**src/rtl/rnq_arbiter.sv**
```systemverilog
// Rename-queue write-port arbiter (round-robin between two decode slots) and
// read scheduler with locally tracked occupancy and a post-flush quiet window.
module rnq_arbiter #(
  parameter int ENTRY_W    = 160,
  parameter int DEPTH      = 8,
  parameter int CNT_W      = 4,
  parameter int FLUSH_HOLD = 2
) (
  input  logic               CLK,
  input  logic               RESET,
  input  logic               FREEZE,
  input  logic               mispredict,
  input  logic               flush_fCOM,
  input  logic               req0_valid,
  input  logic               req1_valid,
  input  logic [ENTRY_W-1:0] req0_data,
  input  logic [ENTRY_W-1:0] req1_data,
  output logic               req0_grant,
  output logic               req1_grant,
  output logic               q_do_write,
  output logic [ENTRY_W-1:0] q_data_in,
  output logic               q_do_read,
  input  logic               q_empty,
  input  logic               q_full,
  input  logic               cons_ready,
  output logic               cons_valid,
  output logic [CNT_W-1:0]   occupancy,
  output logic               flushing,
  output logic               err
);

  localparam int HOLD_W = (FLUSH_HOLD > 1) ? $clog2(FLUSH_HOLD) : 1;
  localparam logic [HOLD_W-1:0] HOLD_INIT = HOLD_W'(FLUSH_HOLD - 1);
  localparam logic [CNT_W-1:0]  CNT_FULL  = CNT_W'(DEPTH);

  typedef enum logic {
    RUN   = 1'b0,
    FLUSH = 1'b1
  } state_e;

  state_e              state_q;
  logic [CNT_W-1:0]    occ_q, occ_d;
  logic [HOLD_W-1:0]   hold_q;
  logic                prio_q, prio_d;  // 0: req0 wins a tie, 1: req1 wins
  logic                err_q;

  logic flush_evt, is_run, wr_ok, g0, g1, wr, rd, mismatch;

  // NOTE: every signal assigned in always_comb gets a default at the top so
  // no path leaves it unassigned, which would otherwise infer a latch.
  always_comb begin
    flush_evt = mispredict | flush_fCOM;
    is_run    = (state_q == RUN);
    wr_ok     = is_run & ~flush_evt & ~FREEZE & (occ_q != CNT_FULL);
    g0        = wr_ok & req0_valid & (~req1_valid | ~prio_q);
    g1        = wr_ok & req1_valid & (~req0_valid |  prio_q);
    wr        = g0 | g1;
    rd        = is_run & ~flush_evt & ~FREEZE & (occ_q != '0) & cons_ready;
    mismatch  = is_run & ~FREEZE &
                (((occ_q == '0) != q_empty) | ((occ_q == CNT_FULL) != q_full));

    occ_d = occ_q;
    case ({wr, rd})
      2'b10:   occ_d = occ_q + 1'b1;
      2'b01:   occ_d = occ_q - 1'b1;
      default: occ_d = occ_q;
    endcase

    prio_d = prio_q;
    if (g0)      prio_d = 1'b1;
    else if (g1) prio_d = 1'b0;
  end

  // Strobes are forced low while RESET is asserted, independent of the clock.
  assign req0_grant = g0 & RESET;
  assign req1_grant = g1 & RESET;
  assign q_do_write = wr & RESET;
  assign q_do_read  = rd & RESET;
  assign cons_valid = is_run & ~flush_evt & ~FREEZE & (occ_q != '0) & RESET;
  assign q_data_in  = g1 ? req1_data : req0_data;
  assign occupancy  = occ_q;
  assign flushing   = (state_q == FLUSH);
  assign err        = err_q;

  // NOTE: sequential state uses non-blocking assignments so every register
  // samples the pre-edge values of the others.
  always_ff @(posedge CLK or negedge RESET) begin
    if (!RESET) begin
      state_q <= RUN;
      occ_q   <= '0;
      hold_q  <= '0;
      prio_q  <= 1'b0;
      err_q   <= 1'b0;
    end else begin
      if (mismatch) err_q <= 1'b1;

      if (flush_evt) begin
        // Flush overrides FREEZE and restarts the quiet window.
        state_q <= FLUSH;
        hold_q  <= HOLD_INIT;
        occ_q   <= '0;
      end else if (!FREEZE) begin
        case (state_q)
          RUN: begin
            occ_q  <= occ_d;
            prio_q <= prio_d;
          end
          FLUSH: begin
            if (hold_q == '0) state_q <= RUN;
            else              hold_q  <= hold_q - 1'b1;
          end
          default: state_q <= RUN;
        endcase
      end
    end
  end

endmodule
```
**config.mk**
```make
export PLATFORM = sky130hd
export DESIGN_NAME = rnq_arbiter
export DESIGN_NICKNAME = d
export VERILOG_FILES = /design/src/rtl/rnq_arbiter.sv
export SDC_FILE = /design/constraint.sdc
export NUM_CORES = 1
export LEC_CHECK = 0
export ABC_AREA = 1
export BUFFER_PORTS_ARGS = -buffer_cell sky130_fd_sc_hd__buf_2
export CAP_MARGIN = 0
export CORE_AREA = 3 3 191 193
export DETAILED_ROUTE_END_ITERATION = 12
export DIE_AREA = 0 0 194 196
export PLACE_DENSITY_LB_ADDON = 0.2
export SLEW_MARGIN = 20
export SYNTH_ARGS = -nofsm -noshare
export SYNTH_HDL_FRONTEND = slang
export SYNTH_SLANG_ARGS = --single-unit
```
**constraint.sdc**
```tcl
create_clock -name CLK -period 2.4 [get_ports CLK]
set_input_delay 0.36 -clock CLK [delete_from_list [all_inputs] [get_ports CLK]]
set_output_delay 0.36 -clock CLK [all_outputs]
set_load 0.02 [all_outputs]
```
Yosys cells after proc, flatten, opt, wreduce, memory -nomap -nowiden --
Cells that the tools add are included.
Storage, ports and cells: flip-flop bits (word level) 8, input bits 330, output and inout port bits 171, logic and storage cells 66
Operators by class: add/subtract/negate cells 3, eq/ne operators 8, muxes and demuxes 15, bitwise operators 27, reductions and logical operators 8
Operator list (count):
- $mux 160 | 1
- $and 1x1->1 | 16
- $mux 4 | 3
- $mux 1 | 10
- $pmux 4 s2 | 1
- $not 1->1 | 6
- $or 1x1->1 | 5
- $add 4x1->4 const B | 1
- $eq 4x4->1 const B | 1
- $logic_not 4->1 | 1
- $ne 2x1->1 const B | 2
- $ne 4x4->1 const B | 1
- $reduce_and 4->1 | 1
- $reduce_bool 2->1 | 2
- $reduce_bool 4->1 | 1
- $sub 4x1->4 const B | 1
- $reduce_and 3->1 | 1
- $reduce_bool 3->1 | 1
- $eq 2x1->1 const B | 1
- $eq 2x2->1 const B | 1
- $ne 1x1->1 | 2
- $reduce_and 2->1 | 1
- $sub 1x1->1 const B | 1

Logic depth before layout (Yosys ltp) --
Gate-level depths: netlist of run 1.
word-level depth 13, gate-level depth with buffers 14, gate-level depth less buffers 14

Worst setup path after synthesis of run 1 --
Ideal clock, no wire load.
kind register to register, start register state_q (netlist: flushing), end register occ_q[2] (netlist: occupancy[2]), library setup time 126 ps, data arrival time 1994 ps, data required time 2274 ps, slack 280 ps, cell stages (with the launch flop) 13, path buffers 0, clock period less this slack 2120 ps, path through dfrtp_1 nor2_2 inv_2 nor2_4 nand2_1 nor2_1 ha_1 nand2_1 and2_1 ha_1 a21oi_1 xor2_1 o21ai_0
On the way: cells in the longest elaborated chain, start to end 12, elaborated cells on any way between the ends 20
Ends and longest elaborated chain:
- from (decl) | line 41 | state_e state_q;
- from (signal assigned) | line 89 | state_q <= RUN;
- from (signal assigned) | line 99 | state_q <= FLUSH;
- from (signal assigned) | line 109 | if (hold_q == '0) state_q <= RUN;
- $not 1->1 (no line)
- $and 1x1->1 (2 in series) | line 54, 58
- $and 1x1->1 | line 54 | wr_ok = is_run & ~flush_evt & ~FREEZE & (occ_q != CNT_FULL);
- $and 1x1->1 (on tied branches) (2 in series) | line 55, 56
- $or 1x1->1 | line 57 | wr = g0 | g1;
- $eq 2x1->1 / $eq 2x2->1 (equally long branches) | line 63 | case ({wr, rd})
- $pmux 4 s2 | line 63
- $mux 4 | line 103 | case (state_q)
- $mux 4 | line 102 | end else if (!FREEZE) begin
- $mux 4 | line 97 | if (flush_evt) begin
- to (signal assigned) | line 90 | occ_q <= '0;
- to (signal assigned) | line 101 | occ_q <= '0;
- to (signal assigned) | line 105 | occ_q <= occ_d;
- to (decl) | line 42 | logic [CNT_W-1:0] occ_q, occ_d;
Parallel ways exist; a longest one is shown, timed or not. The select of a mux whose other input is x is not followed. A chain may end at the register's enable or synchronous reset.

Final worst setup path of run 1 --
start register state_q (netlist: flushing), end output q_data_in[106]
On the way: cells in the longest elaborated chain, start to end 7
Ends and longest elaborated chain:
- $not 1->1 (no line)
- $and 1x1->1 (3 in series) | line 54
- $and 1x1->1 (2 in series) | line 56 | g1 = wr_ok & req1_valid & (~req0_valid | prio_q);
- $mux 160 | line 80 | assign q_data_in = g1 ? req1_data : req0_data;
- to (decl) | line 21 | output logic [ENTRY_W-1:0] q_data_in,
No other way between the ends.

==> run summary, run 1 <==
unrepaired setup endpoints after global routing -> yes
die area -> 0.0380 sq mm
total CTS buffers -> 3
vias post-DR -> 5268
CP arrival -> 1930 ps
placed cell count -> 1548
CTS Buffer Depth -> 2
Syn Inst Count -> 604
hold path endpoint -> hold_q$_DFFE_PN0P_
crit share post-route -> 95.4%
Hold WS -> 347 ps
hold crit path type -> in2reg
pin count of the biggest net entering global routing -> 46
Worst Path Required -> 2040 ps
share of cells above drive strength 1 -> 53.8%
number of diodes -> 0
Initial Utilization -> 8.95%
synthesis-to-layout area growth -> 104%
worst r2r dst -> occupancy[2]$_DFFE_PN0P_
First DRT Iteration DRCs -> 158
H-Tree Depth -> 1
Die Ht -> 196 microns
Cell Area, Placed -> 0.00612 sq mm
Root Buffer -> clkbuf_16
Final #Nets -> 1438
Peak VDD IR -> 0.182 mV
Leak Pwr -> 4.31 nW
max-capacitance violation count -> 0
num ports -> 501
Slew Viols, Final -> 0
core box area -> 0.0347 sq mm
critical path peak fanout -> 22
num rows -> 68
Max Fclk -> 437 MHz
# fillers -> 4112
Yosys reg bits -> 8
final WL -> 19000 microns
start point of the worst hold path -> mispredict
vias in the first global route -> 5004
Setup Skew -> 2.18 ps
GRT overflow -> 0
Syn Nets -> 938
post-route ant nets -> 0
YS warnings -> 0
die width -> 194 microns
status -> finished, final reports clean
initial antenna violation count -> 1
Avg WL per Cell -> 12.2 microns
post-synth top area cell -> nand2_1
main area contributors after synthesis -> nand2_1 (22%), inv_1 (21%), o21ai_1 (18%)
Worst Setup End Kind -> output pin
Fin. Hold Viols -> 0
post-synthesis sequential area ratio -> 6.44%
Sink Count -> 8
Final min period -> 2290 ps
share of the synthesized area in the top cell type -> 22.5%
Slew headroom -> 72.6%
Total GRT Usage -> 8.53%
hold path depth -> 3
fin cells -> 1557
GPL Wtd Cong -> 0.928
Avg Cell Area, Syn -> 5.14 sq um
most frequent cells in the layout -> buf_2 (499), nand2_1 (186), inv_1 (177)
drt drc -> 0
# setup viols final -> 0
Pre-antenna DRT Iters -> 5
Final Instance Area -> 0.00633 sq mm
Slew @ Worst Pin -> 411 ps
port bufs -> 500
commonest non-fill, non-tap cell in the layout -> buf_2
Startpoint Class -> flop
Synth Cell Area -> 0.00311 sq mm
first-pass GRT wire length -> 26600 microns
Power Dens Cells -> 201 mW/mm^2
CTS tree -> yes
vias per cell -> 3.38
half-perimeter wire length after placement -> 16700 microns
worst setup path category -> reg2out
synth unique cells -> 27
Worst R2R Start -> flushing$_DFFE_PN0N_
Clock Latency Late Sink -> 230 ps
r2r setup slk -> 270 ps
clk slew on worst S/H paths -> 40 ps
R2R depth -> 12
[power breakdown]
part / switching, mW / internal, mW / total, mW
clock: 0.0653 / 0.215 / 0.280
sequential: 0.00172 / 0.138 / 0.140
combinational: 0.470 / 0.381 / 0.851
[how the worst max path moves through the flow]
stage | start | to | slack, ps
floorplan | flushing$_DFFE_PN0N_ | occupancy[2]$_DFFE_PN0P_ | 280
global placement | flush_fCOM | occupancy[2]$_DFFE_PN0P_ | 100
detailed placement | flush_fCOM | occupancy[2]$_DFFE_PN0P_ | 50
CTS | occupancy[0]$_DFFE_PN0P_ | q_data_in[133] | 6
global route | flushing$_DFFE_PN0N_ | occupancy[2]$_DFFE_PN0P_ | -20
finish | flushing$_DFFE_PN0N_ | q_data_in[106] | 110
[cell families after synthesis]
group,after synthesis,share of synthesized area [%]
adders and majority gates,4,1.61
DFF,8,6.44
buffers and inverters,214,31.1
AOI/OAI and AO/OA,169,33.5
and+or+nand+nor,207,26.8
xor gates and xnor gates,2,0.564
[cells in the mapped netlist]
| library cell | number |
|---|---|
| nor2_4 | 2 |
| dfrtp_1 | 8 |
| nand3_2 | 1 |
| o21ai_1 | 109 |
| buf_4 | 11 |
| nand2_1 | 186 |
| o21ai_2 | 50 |
| inv_2 | 2 |
| nand4_1 | 2 |
| clkbuf_1 | 3 |
| o211ai_1 | 1 |
| a21oi_1 | 2 |
| a21boi_0 | 1 |
| buf_2 | 6 |
| a21boi_1 | 1 |
| o21ai_0 | 5 |
| nor2_2 | 2 |
| buf_6 | 15 |
| ha_1 | 4 |
| inv_1 | 177 |
| nor3_1 | 1 |
| xor2_1 | 1 |
| and2_1 | 1 |
| xnor2_1 | 1 |
| nor2_1 | 5 |
| nand3_4 | 1 |
| nand3_1 | 6 |
[state kept, by name (all words and copies together), names as in the netlist]
signal,cells
prio_q,1
occupancy,4
err,1
hold_q,1
flushing,1
[critical path, stage by stage, from the launching register on]
cell	delay (ps)
dfrtp_1	400
nor2_2	150
inv_2	60
nor2_4	150
nand3_4	140
buf_12	160
clkbuf_16	180
o21ai_1	240
buf_2	220
[through the flow]
step | util, % | power (mW) | worst slack, ps | setup TNS [ps]
final | 18.2 | 1.27 | 109 | 0
after global routing | 18.2 | 1.37 | -19.9 | -19.9
after CTS | 17.9 | 1.29 | 6.36 | 0
after detailed placement | 17.6 | 0.997 | 53.5 | 0
after global placement | 17.6 | 0.996 | 103 | 0
after floorplan | - | 0.543 | 280 | 0
[per-layer routing]
layer / part of all wire (%) / vias to the layer above / GRT usage (%)
met5: 0.11 / - / 0
met4: 1.7 / 2 / 1.73
met3: 6.7 / 24 / 1.60
met2: 52 / 226 / 16.3
met1: 40 / 2215 / 9.86
li1: - / 2801 / -
[layout make-up]
type	count	area, sq um	area share, %
clock buffer	3	75.1	1.19
timing repair buffer	530	2860	45.2
multi-input combinational	382	1950	30.8
inverter	179	672	10.6
sequential	8	201	3.18
tap	455	569	9.00
[repair_timing]
action                     CTS  global route
gates resized for setup      0             6
hold buffers                 1             0
buffers inserted             0             2
setup endpoints to repair    0            45
hold endpoints to repair     8             0
Power figures use the tool's default switching activity.
==> inputs of run 2 (changes only) <==
--- a/config.mk
+++ b/config.mk
@@ -6,11 +6,11 @@
 export NUM_CORES = 1
 export LEC_CHECK = 0
 export ABC_AREA = 1
-export BUFFER_PORTS_ARGS = -buffer_cell sky130_fd_sc_hd__buf_2
 export CAP_MARGIN = 0
-export CORE_AREA = 3 3 191 193
+export CORE_AREA = 3 3 194 196
 export DETAILED_ROUTE_END_ITERATION = 12
-export DIE_AREA = 0 0 194 196
+export DIE_AREA = 0 0 197 199
+export DONT_BUFFER_PORTS = 1
 export PLACE_DENSITY_LB_ADDON = 0.2
 export SLEW_MARGIN = 20
 export SYNTH_ARGS = -nofsm -noshare
==> constraint.sdc (replaced) <==
create_clock -name CLK -period 2.21 [get_ports CLK]
set_input_delay 0.3315 -clock CLK [delete_from_list [all_inputs] [get_ports CLK]]
set_output_delay 0.3315 -clock CLK [all_outputs]
set_load 0.02 [all_outputs]
==> run 2 against run 1 <==
Effect of this change: the run now ends with setup timing left; power shrank 5.7%; cell count shrank 23%; global-route usage shrank 2.5 points; critical path depth grew 2; wire length shrank 14%; die area grew 3.1%; largest cell class is now multi-input combinational cells.
==> run summary, run 2 (synthesis results as in run 1) <==
Final #Nets -> 1072 (-25%)
commonest non-fill, non-tap cell in the layout -> nand2_1
critical path peak fanout -> 24 (+9.1%)
Finished Core Util -> 15.0% (-3.2 points)
total CTS buffers -> 3 (unchanged)
Root Buffer -> clkbuf_16
Avg WL per Cell -> 13.6 microns (+12%)
Worst Setup End Kind -> output pin
H-Tree Depth -> 1 (unchanged)
vias per cell -> 3.43 (+1.2%)
area of the multi-input gates -> 0.00239 sq mm (+23%)
first-pass GRT wire length -> 19000 microns (-29%)
hold path depth -> 2 (-1)
core box area -> 0.0363 sq mm (+4.5%)
First DRT Iteration DRCs -> 78 (-51%)
max reg flops -> 4 (unchanged)
drt drc -> 0 (unchanged)
placed cell count -> 1188 (-23%)
GRT overflow -> 0 (unchanged)
share of cells above drive strength 1 -> 37.2% (-17 points)
Initial Utilization -> 8.57% (-0.38 points)
die width -> 197 microns (+1.5%)
Max Fclk -> 446 MHz
Worst Path Required -> 1880 ps (-160 ps)
crit path from -> flushing$_DFFE_PN0N_
Setup Skew -> 1.37 ps (-0.802 ps)
num rows -> 70 (+2.9%)
pin count of the biggest net entering global routing -> 60 (+30%)
crit path cell chain -> nor2_2, inv_2, nor2_4, buf_6, nand3_4, buf_16, buf_12, nand2_1, o21ai_1, buf_4
num ports -> 501 (unchanged)
Worst R2R Start -> flushing$_DFFE_PN0N_
port bufs -> 0 (-100%)
synthesis-to-layout area growth -> 74.9%
half-perimeter wire length after placement -> 13100 microns (-21%)
slowest stage delay, CP -> 380 ps (-20 ps)
most frequent cells in the layout -> nand2_1 (178), inv_1 (177), buf_4 (116)
Power Dens Cells -> 220 mW/mm^2 (+9.7%)
clk slew on worst S/H paths -> 40 ps (about the same)
Slew Viols, Final -> 0 (unchanged)
Die Ht -> 199 microns (+1.5%)
Pre-antenna DRT Iters -> 4 (-1)
Sink Count -> 8 (unchanged)
Slew @ Worst Pin -> 419 ps (+7.69 ps)
Slew headroom -> 72.0% (-0.60 points)
slowest CP cell -> dfrtp_1
unrepaired setup endpoints after global routing -> yes
failing checks -> setup timing
vias in the first global route -> 3554 (-29%)
final WL -> 16400 microns (-14%)
Startpoint Class -> flop
storage element area -> 200 sq um (-0.62%)
worst setup path category -> reg2out
die area -> 0.0392 sq mm (+3.1%)
Hold WS -> 215 ps (-132 ps)
start point of the worst hold path -> mispredict
vias post-DR -> 4124 (-22%)
Fin. Hold Viols -> 0 (unchanged)
# setup viols final -> 1 (+1)
Clock Latency Late Sink -> 230 ps (about the same)
post-route ant nets -> 0 (unchanged)
CTS tree -> yes
R2R depth -> 13 (+1)
Total GRT Usage -> 6.02% (-2.5 points)
status -> finished, violations left
fin cells -> 1204 (-23%)
max-capacitance violation count -> 0 (unchanged)
Peak VDD IR -> 0.197 mV (+8.0%)
GPL Wtd Cong -> 0.790 (-15%)
CTS Buffer Depth -> 2 (unchanged)
number of diodes -> 0 (unchanged)
CP arrival -> 1910 ps (-20 ps)
final setup margin -> -33.0 ps (-142 ps)
Leak Pwr -> 3.12 nW (-28%)
initial antenna violation count -> 0 (-1)
Final min period -> 2240 ps
hold crit path type -> in2reg
# fillers -> 4210 (+2.4%)
crit share post-route -> 101%
==> run 2: changes by cell type in the layout (fill, tap and decap cells not counted), sizes merged <==
cell  previous run  this run
buf            526       160
==> run 2: worst max-delay path, delay by kind of cell (launching register included) <==
family	cells	cell delay (ps)
AOI/OAI and AO/OA	1	80
buffers and inverters	5	740
DFF	1	380
and+or+nand+nor	4	430
==> run 2: layout make-up <==
type / count / share of cell area, %
repair buffers: 164 / 27.8
well taps: 468 / 10.8
multi-input cells: 382 / 44.0
clock buffers: 3 / 1.38
flip-flops and latches: 8 / 3.68
inverters: 179 / 12.4
==> run 2: power breakdown <==
| group | total (mW) | switching (mW) | internal [mW] |
|---|---|---|---|
| sequential | 0.152 | 0.00165 | 0.150 |
| clock | 0.304 | 0.0704 | 0.233 |
| combinational | 0.743 | 0.457 | 0.286 |
| total | 1.20 | 0.529 | 0.669 |
==> run 2: final timing paths <==
check | endpoint | slack [ps]
min | hold_q$_DFFE_PN0P_ | 220
min reg2reg | prio_q$_DFFE_PN0P_ | 490
max in group asynchronous | occupancy[3]$_DFFE_PN0P_ | 1440
max | q_data_in[123] | -30
min in group asynchronous | hold_q$_DFFE_PN0P_ | 470
max reg2reg | occupancy[2]$_DFFE_PN0P_ | 100
==> run 2: what timing repair did <==
action	CTS	global route
pin swaps	0	1
setup endpoints to repair	32	137
gates resized for setup	9	117
cloned	0	5
hold endpoints to repair	8	0
hold buffers	1	0
setup buffers	0	7
==> run 2: layer usage <==
metal	global-route usage, %	wire length (microns)
met2	11.7	8730
met3	1.13	1130
met5	0	0
met1	6.95	6490
met4	0.792	81
==> run 2: through the flow <==
stage	instance area, sq um	setup WS (ps)	TNS, ps	power, mW
floorplan	3110	89.8	0	0.589
global placement	4580	143	0	0.816
detailed placement	4580	136	0	0.815
CTS	4710	-34.4	-556	1.14
global route	5440	-99.4	-4710	1.27
finish	5440	-33.0	-33.0	1.20
